<file path="src/rtl/feed_controller_pkg.sv">
// Shared definitions for the feed controller: state encodings, portion codes,
// dispense durations and the default tick period.
package feed_controller_pkg;

  localparam int unsigned TICK_LIMIT_DEFAULT = 50_000_000;
  localparam int unsigned DIV_MIN_W          = 26;
  localparam int unsigned DUR_W              = 32;
  localparam int unsigned ELAPSED_W          = 4;

  localparam logic [1:0] ST_IDLE     = 2'd0;
  localparam logic [1:0] ST_DISPENSE = 2'd1;
  localparam logic [1:0] ST_HOLD     = 2'd2;
  localparam logic [1:0] ST_COOLDOWN = 2'd3;

  localparam logic [1:0] PORTION_SMALL   = 2'd0;
  localparam logic [1:0] PORTION_MEDIUM  = 2'd1;
  localparam logic [1:0] PORTION_LARGE   = 2'd2;
  localparam logic [1:0] PORTION_INVALID = 2'd3;

  localparam logic [DUR_W-1:0] DUR_SMALL  = 32'd5;
  localparam logic [DUR_W-1:0] DUR_MEDIUM = 32'd8;
  localparam logic [DUR_W-1:0] DUR_LARGE  = 32'd11;

  // Seconds of motor run for a portion code; invalid maps to zero.
  function automatic logic [DUR_W-1:0] portion_to_duration(input logic [1:0] p);
    case (p)
      PORTION_SMALL:  portion_to_duration = DUR_SMALL;
      PORTION_MEDIUM: portion_to_duration = DUR_MEDIUM;
      PORTION_LARGE:  portion_to_duration = DUR_LARGE;
      default:        portion_to_duration = '0;
    endcase
  endfunction

endpackage

</file>
<file path="src/rtl/feed_controller_tick_divider.sv">
// One-second tick generator: counts 0..TICK_LIMIT-1 and flags the last count.
module tick_divider
  import feed_controller_pkg::*;
#(
  parameter int unsigned TICK_LIMIT = TICK_LIMIT_DEFAULT
) (
  input  logic clk,
  input  logic reset,
  input  logic clear,
  output logic tick
);

  localparam int unsigned CNT_W =
    ($clog2(TICK_LIMIT) > DIV_MIN_W) ? $clog2(TICK_LIMIT) : DIV_MIN_W;
  localparam logic [CNT_W-1:0] LAST = CNT_W'(TICK_LIMIT - 1);

  logic [CNT_W-1:0] count;

  assign tick = (count == LAST);

  always_ff @(posedge clk) begin
    if (!reset || clear) begin
      count <= '0;
    end else if (count == LAST) begin
      count <= '0;
    end else begin
      count <= count + CNT_W'(1);
    end
  end

endmodule

</file>
<file path="src/rtl/feed_controller.sv">
// Feed dispensing sequencer: accepts a portion request, runs the motor for the
// portion's duration, holds one completion second, then cools down.
module feed_controller
  import feed_controller_pkg::*;
#(
  parameter int unsigned TICK_LIMIT     = TICK_LIMIT_DEFAULT,
  parameter int unsigned COOLDOWN_TICKS = 2
) (
  input  logic                 clk,
  input  logic                 reset,
  input  logic                 feed_req,
  input  logic [1:0]           portion,
  input  logic                 cancel,
  output logic                 feed,
  output logic [DUR_W-1:0]     duration,
  output logic                 motor_en,
  output logic                 busy,
  output logic                 done,
  output logic                 rejected,
  output logic [ELAPSED_W-1:0] elapsed
);

  localparam int unsigned CD_W =
    (COOLDOWN_TICKS > 1) ? $clog2(COOLDOWN_TICKS) : 1;
  localparam logic [CD_W-1:0] CD_LAST = CD_W'(COOLDOWN_TICKS - 1);
  localparam logic [ELAPSED_W-1:0] ELAPSED_MAX = '1;

  logic [1:0]           state, state_d;
  logic [DUR_W-1:0]     duration_d;
  logic [ELAPSED_W-1:0] elapsed_d, elapsed_inc;
  logic [CD_W-1:0]      cd_cnt, cd_cnt_d;
  logic                 feed_d, motor_en_d, busy_d, done_d, rejected_d;
  logic                 div_clear, tick;

  tick_divider #(
    .TICK_LIMIT(TICK_LIMIT)
  ) u_tick_divider (
    .clk  (clk),
    .reset(reset),
    .clear(div_clear),
    .tick (tick)
  );

  assign elapsed_inc = (elapsed == ELAPSED_MAX) ? ELAPSED_MAX
                                                 : elapsed + ELAPSED_W'(1);

  // Next-state and next-output logic.
  always_comb begin
    state_d    = state;
    duration_d = duration;
    elapsed_d  = elapsed;
    cd_cnt_d   = cd_cnt;
    done_d     = 1'b0;
    rejected_d = 1'b0;
    div_clear  = 1'b0;

    case (state)
      ST_IDLE: begin
        if (feed_req) begin
          if (portion != PORTION_INVALID) begin
            state_d    = ST_DISPENSE;
            duration_d = portion_to_duration(portion);
            elapsed_d  = '0;
          end else begin
            rejected_d = 1'b1;
          end
        end
      end
      ST_DISPENSE: begin
        if (cancel) begin
          state_d   = ST_COOLDOWN;
          elapsed_d = '0;
        end else if (tick) begin
          elapsed_d = elapsed_inc;
          if (DUR_W'(elapsed) == duration - DUR_W'(1)) begin
            state_d = ST_HOLD;
          end
        end
      end
      ST_HOLD: begin
        if (cancel) begin
          state_d   = ST_COOLDOWN;
          elapsed_d = '0;
        end else if (tick) begin
          state_d   = ST_COOLDOWN;
          done_d    = 1'b1;
          elapsed_d = '0;
        end
      end
      default: begin
        if (tick) begin
          if (cd_cnt == CD_LAST) begin
            state_d = ST_IDLE;
          end else begin
            cd_cnt_d = cd_cnt + CD_W'(1);
          end
        end
      end
    endcase

    if (feed_req && (state != ST_IDLE)) begin
      rejected_d = 1'b1;
    end

    // Every state entry restarts a full second and the cooldown count.
    if (state_d != state) begin
      div_clear = 1'b1;
      cd_cnt_d  = '0;
    end

    feed_d     = (state_d == ST_DISPENSE) || (state_d == ST_HOLD);
    motor_en_d = (state_d == ST_DISPENSE);
    busy_d     = (state_d != ST_IDLE);
  end

  always_ff @(posedge clk) begin
    if (!reset) begin
      state    <= ST_IDLE;
      duration <= '0;
      elapsed  <= '0;
      cd_cnt   <= '0;
      feed     <= 1'b0;
      motor_en <= 1'b0;
      busy     <= 1'b0;
      done     <= 1'b0;
      rejected <= 1'b0;
    end else begin
      state    <= state_d;
      duration <= duration_d;
      elapsed  <= elapsed_d;
      cd_cnt   <= cd_cnt_d;
      feed     <= feed_d;
      motor_en <= motor_en_d;
      busy     <= busy_d;
      done     <= done_d;
      rejected <= rejected_d;
    end
  end

endmodule
</file>
<file path="config.mk">
export PLATFORM = sky130hd
export DESIGN_NAME = feed_controller
export DESIGN_NICKNAME = d
export VERILOG_FILES = /design/src/rtl/feed_controller_pkg.sv /design/src/rtl/feed_controller_tick_divider.sv /design/src/rtl/feed_controller.sv
export SDC_FILE = /design/constraint.sdc
export NUM_CORES = 1
export LEC_CHECK = 0
export CORE_MARGIN = 2
export CORE_UTILIZATION = 63
export CTS_CLUSTER_DIAMETER = 50
export DETAILED_ROUTE_END_ITERATION = 7
export DONT_BUFFER_PORTS = 1
export PLACE_DENSITY_LB_ADDON = 0.15
export SYNTH_ARGS = -nofsm -noshare
export SYNTH_HDL_FRONTEND = slang
export SYNTH_SLANG_ARGS = --single-unit
</file>
<file path="constraint.sdc">
create_clock -name clk -period 3.2 [get_ports clk]
set_input_delay 0.32 -clock clk [delete_from_list [all_inputs] [get_ports clk]]
set_output_delay 0.32 -clock clk [all_outputs]
set_load 0.03 [all_outputs]
</file>
==> impl_metrics.py <==
metrics = {
    "outcome": {
        "status": "completed",
    },
    "yosys": {
        "syn_area_um2": 2313,
        "netlist_top_cells_area": "dfxtp_1, buf_4, xnor2_1, nor2_1, ha_1",
        "synth.yosys.seq_area_share_pct": 36.34,
        "ys_async_sr_fraction_pct": 0,
        "synth_edf_count": 0,
        "synthTopCellsByCount": "dfxtp_1, nor2_1, buf_4",
        "yosys.cell_types.count": 43,
        "avgSynthCellArea_um2": 8.505,
        "synth-seq-cells": 42,
        "netlist_instances": 272,
        "yosysTopAreaCell": "dfxtp_1",
        "netlist.area_leader.share_pct": 36.34,
        "ys.warnings.count": 0,
        "synth_flop_cell": "dfxtp_1",
    },
    "detailed_routing": {
        "wl_per_cell_um": 12.43,
        "post-route-drc-count": 0,
        "vias": 1724,
        "vias_per_cell": 5.256,
        "detail-route-antenna-nets": 0,
        "drt_iter0_markers": 84,
        "first_pass_iters": 4,
        "drt-total-wl_mm": 4.077,
    },
    "cts": {
        "h-tree-depth": 2,
        "clk_latency_ns": 0.29,
        "clock_path_buffers": 2,
        "holdBufCountCts": 0,
        "cts_setup_buffers": 0,
        "cts-root-buf": "clkbuf_8",
        "clk_pin_slew_ns": 0.08,
        "cts_resized": 0,
        "cts_buffers": 5,
        "clock_sinks": 42,
        "cts_tree": "built",
    },
    "floorplan": {
        "core-area_um2": 3606,
        "dieArea_um2": 4173,
        "dieWidth_um": 64.60,
        "ios": 47,
        "start_util_pct": 64.16,
        "rows": 22,
        "die_h_um": 64.60,
    },
    "global_route": {
        "use_met2_pct": 37.37,
        "first_global_vias": 1645,
        "grt.overflow.total": 0,
        "grt_pass1_wl_mm": 6.858,
        "grt_max_degree": 26,
        "antenna_found_initial": 0,
        "grt_util_met1_pct": 23.36,
        "grt.busiest_layer": "met2",
        "grt_usage_pct": 21.09,
        "met3_usage_pct": 5.903,
    },
    "placed_design": {
        "dp_slack_ns": 0.3937,
        "gp_congestion": 0.7607,
        "io_buffers": 0,
        "dp_hpwl_mm": 2.919,
    },
    "worst_hold_path": {
        "min_path_cells": 1,
        "hold_path_class": "in -> reg",
        "hold_start": "cancel",
        "hold_end": "done$_SDFF_PP0_",
    },
    "critical_path": {
        "end_kind": "flip-flop",
        "worstSetupPathType": "reg -> reg",
        "crit_fanout": 3,
        "r2r-start": "duration[0]$_SDFFE_PN0P_",
        "r2r_slack_ns": 0.40,
        "reg2reg_depth": 10,
        "reg2reg_to": "feed$_SDFF_PN0_",
        "required_ns": 3.40,
        "cp-start-kind": "flip-flop",
        "crit_arrival_ns": 3.00,
    },
    "sta": {
        "drv_slew": 0,
        "finalSetupTns_ns": 0,
        "clock_skew_ns": 0.003469,
        "finalCritPeriodShare_pct": 87.62,
        "fin_crit_ns": 2.804,
        "finalWorstSetupSlack_ns": 0.3962,
        "hold_viol": 0,
        "timing.fmax_ghz": 0.3567,
        "tightest_slew_ns": 0.5586,
        "relSlewSlack_pct": 62.71,
        "rsz0062_at_grt": "no",
        "setup-violations-final": 0,
    },
    "power": {
        "ir_drop_mv": 0.3652,
        "leakagePower_nw": 0.8973,
        "power_density_nw_per_um2": 443.6,
    },
    "layout": {
        "area_growth_pct": 3.570,
        "antenna_cells": 0,
        "utilization_pct": 66.45,
        "final_nets": 294,
        "drive_gt1_share_pct": 7.857,
        "fill_cells": 342,
    },
    "run": {
        "max_cap_violations": 0,
    },
}
power by group:
part	total (W)	switching, W	internal, W
Sequential	0.000563	0.0000262	0.000537
Combinational	0.000147	0.000104	0.0000429
Clock	0.000352	0.000178	0.000174
worst max-delay path, cell delays in order (launching register included):
cell and delay, ns:
dfxtp_1 0.32, or2_2 0.30, nor2_1 0.10, ha_1 0.24, xnor2_1 0.12, or4_4 0.41, or3_4 0.36, o41ai_4 0.33
a21o_1 0.17, ha_1 0.21, and2_1 0.15
routing by layer:
metal | up-vias | routed length [µm]
met5 | - | 0
met4 | 0 | 54
met3 | 5 | 216
met2 | 37 | 2044
met1 | 800 | 1761
li1 | 882 | -
layout make-up:
| type | instances | area, µm² | share of cell area (%) |
|---|---|---|---|
| Sequential cell | 42 | 840.8 | 35.09 |
| Tap cell | 48 | 60.06 | 2.507 |
| Multi-Input combinational cell | 210 | 1295 | 54.05 |
| Timing Repair Buffer | 9 | 67.56 | 2.820 |
| Clock inverter | 1 | 5.005 | 0.2089 |
| Clock buffer | 7 | 86.33 | 3.603 |
| Inverter | 11 | 41.29 | 1.723 |
worst max path at each step:
stage / startpoint / end / slack, ns / depth (start not counted)
floorplan: duration[0]$_SDFFE_PN0P_ / feed$_SDFF_PN0_ / 0.29 / 10
global placement: duration[0]$_SDFFE_PN0P_ / feed$_SDFF_PN0_ / 0.42 / 10
detailed placement: duration[0]$_SDFFE_PN0P_ / feed$_SDFF_PN0_ / 0.39 / 10
CTS: duration[0]$_SDFFE_PN0P_ / feed$_SDFF_PN0_ / 0.39 / 10
global route: duration[0]$_SDFFE_PN0P_ / feed$_SDFF_PN0_ / 0.22 / 10
finish: duration[0]$_SDFFE_PN0P_ / feed$_SDFF_PN0_ / 0.40 / 10
logic make-up after synthesis:
kind of cell / count (synthesis) / synth area share (%)
simple gates: 113 / 24.99
buf+inv: 47 / 12.33
fa+ha+maj: 9 / 4.868
flops: 42 / 36.34
compound gates: 28 / 9.033
other cells: 1 / 0.1621
xor+xnor: 29 / 10.98
mux: 3 / 1.298
registers in the layout, indices dropped and copies added (netlist names):
signal	flops
feed	1
duration	4
busy	1
elapsed	4
cd_cnt	1
u_tick_divider.count	26
rejected	1
done	1
motor_en	1
state	2
through the flow:
step	power [W]	instance area, µm²	std cells	hold slack, ns
6_report	0.001063	2396	328	0.1112
5_1_grt	0.001113	2396	328	0.09754
4_1_cts	0.001071	2396	328	0.1059
3_5_place_dp	0.0007231	2305	320	0.4269
3_3_place_gp	0.0007213	2305	320	0.4308
2_1_floorplan	0.0007235	2415	299	0.3959
layout by cell type (no fill, tap or decap), types with 6 or more instances in the layout:
cell type  netlist  final
nand3_1         10     10
nor3_1           8      8
xor2_1           7      7
buf_4           28      9
nor2_1          42     42
nand2_1         15     15
dfxtp_1         42     42
inv_1           11     11
conb_1           1     28
ha_1             9      9
xnor2_1         22     22
clkbuf_8         0      6
(Power assumes the default switching activity.)
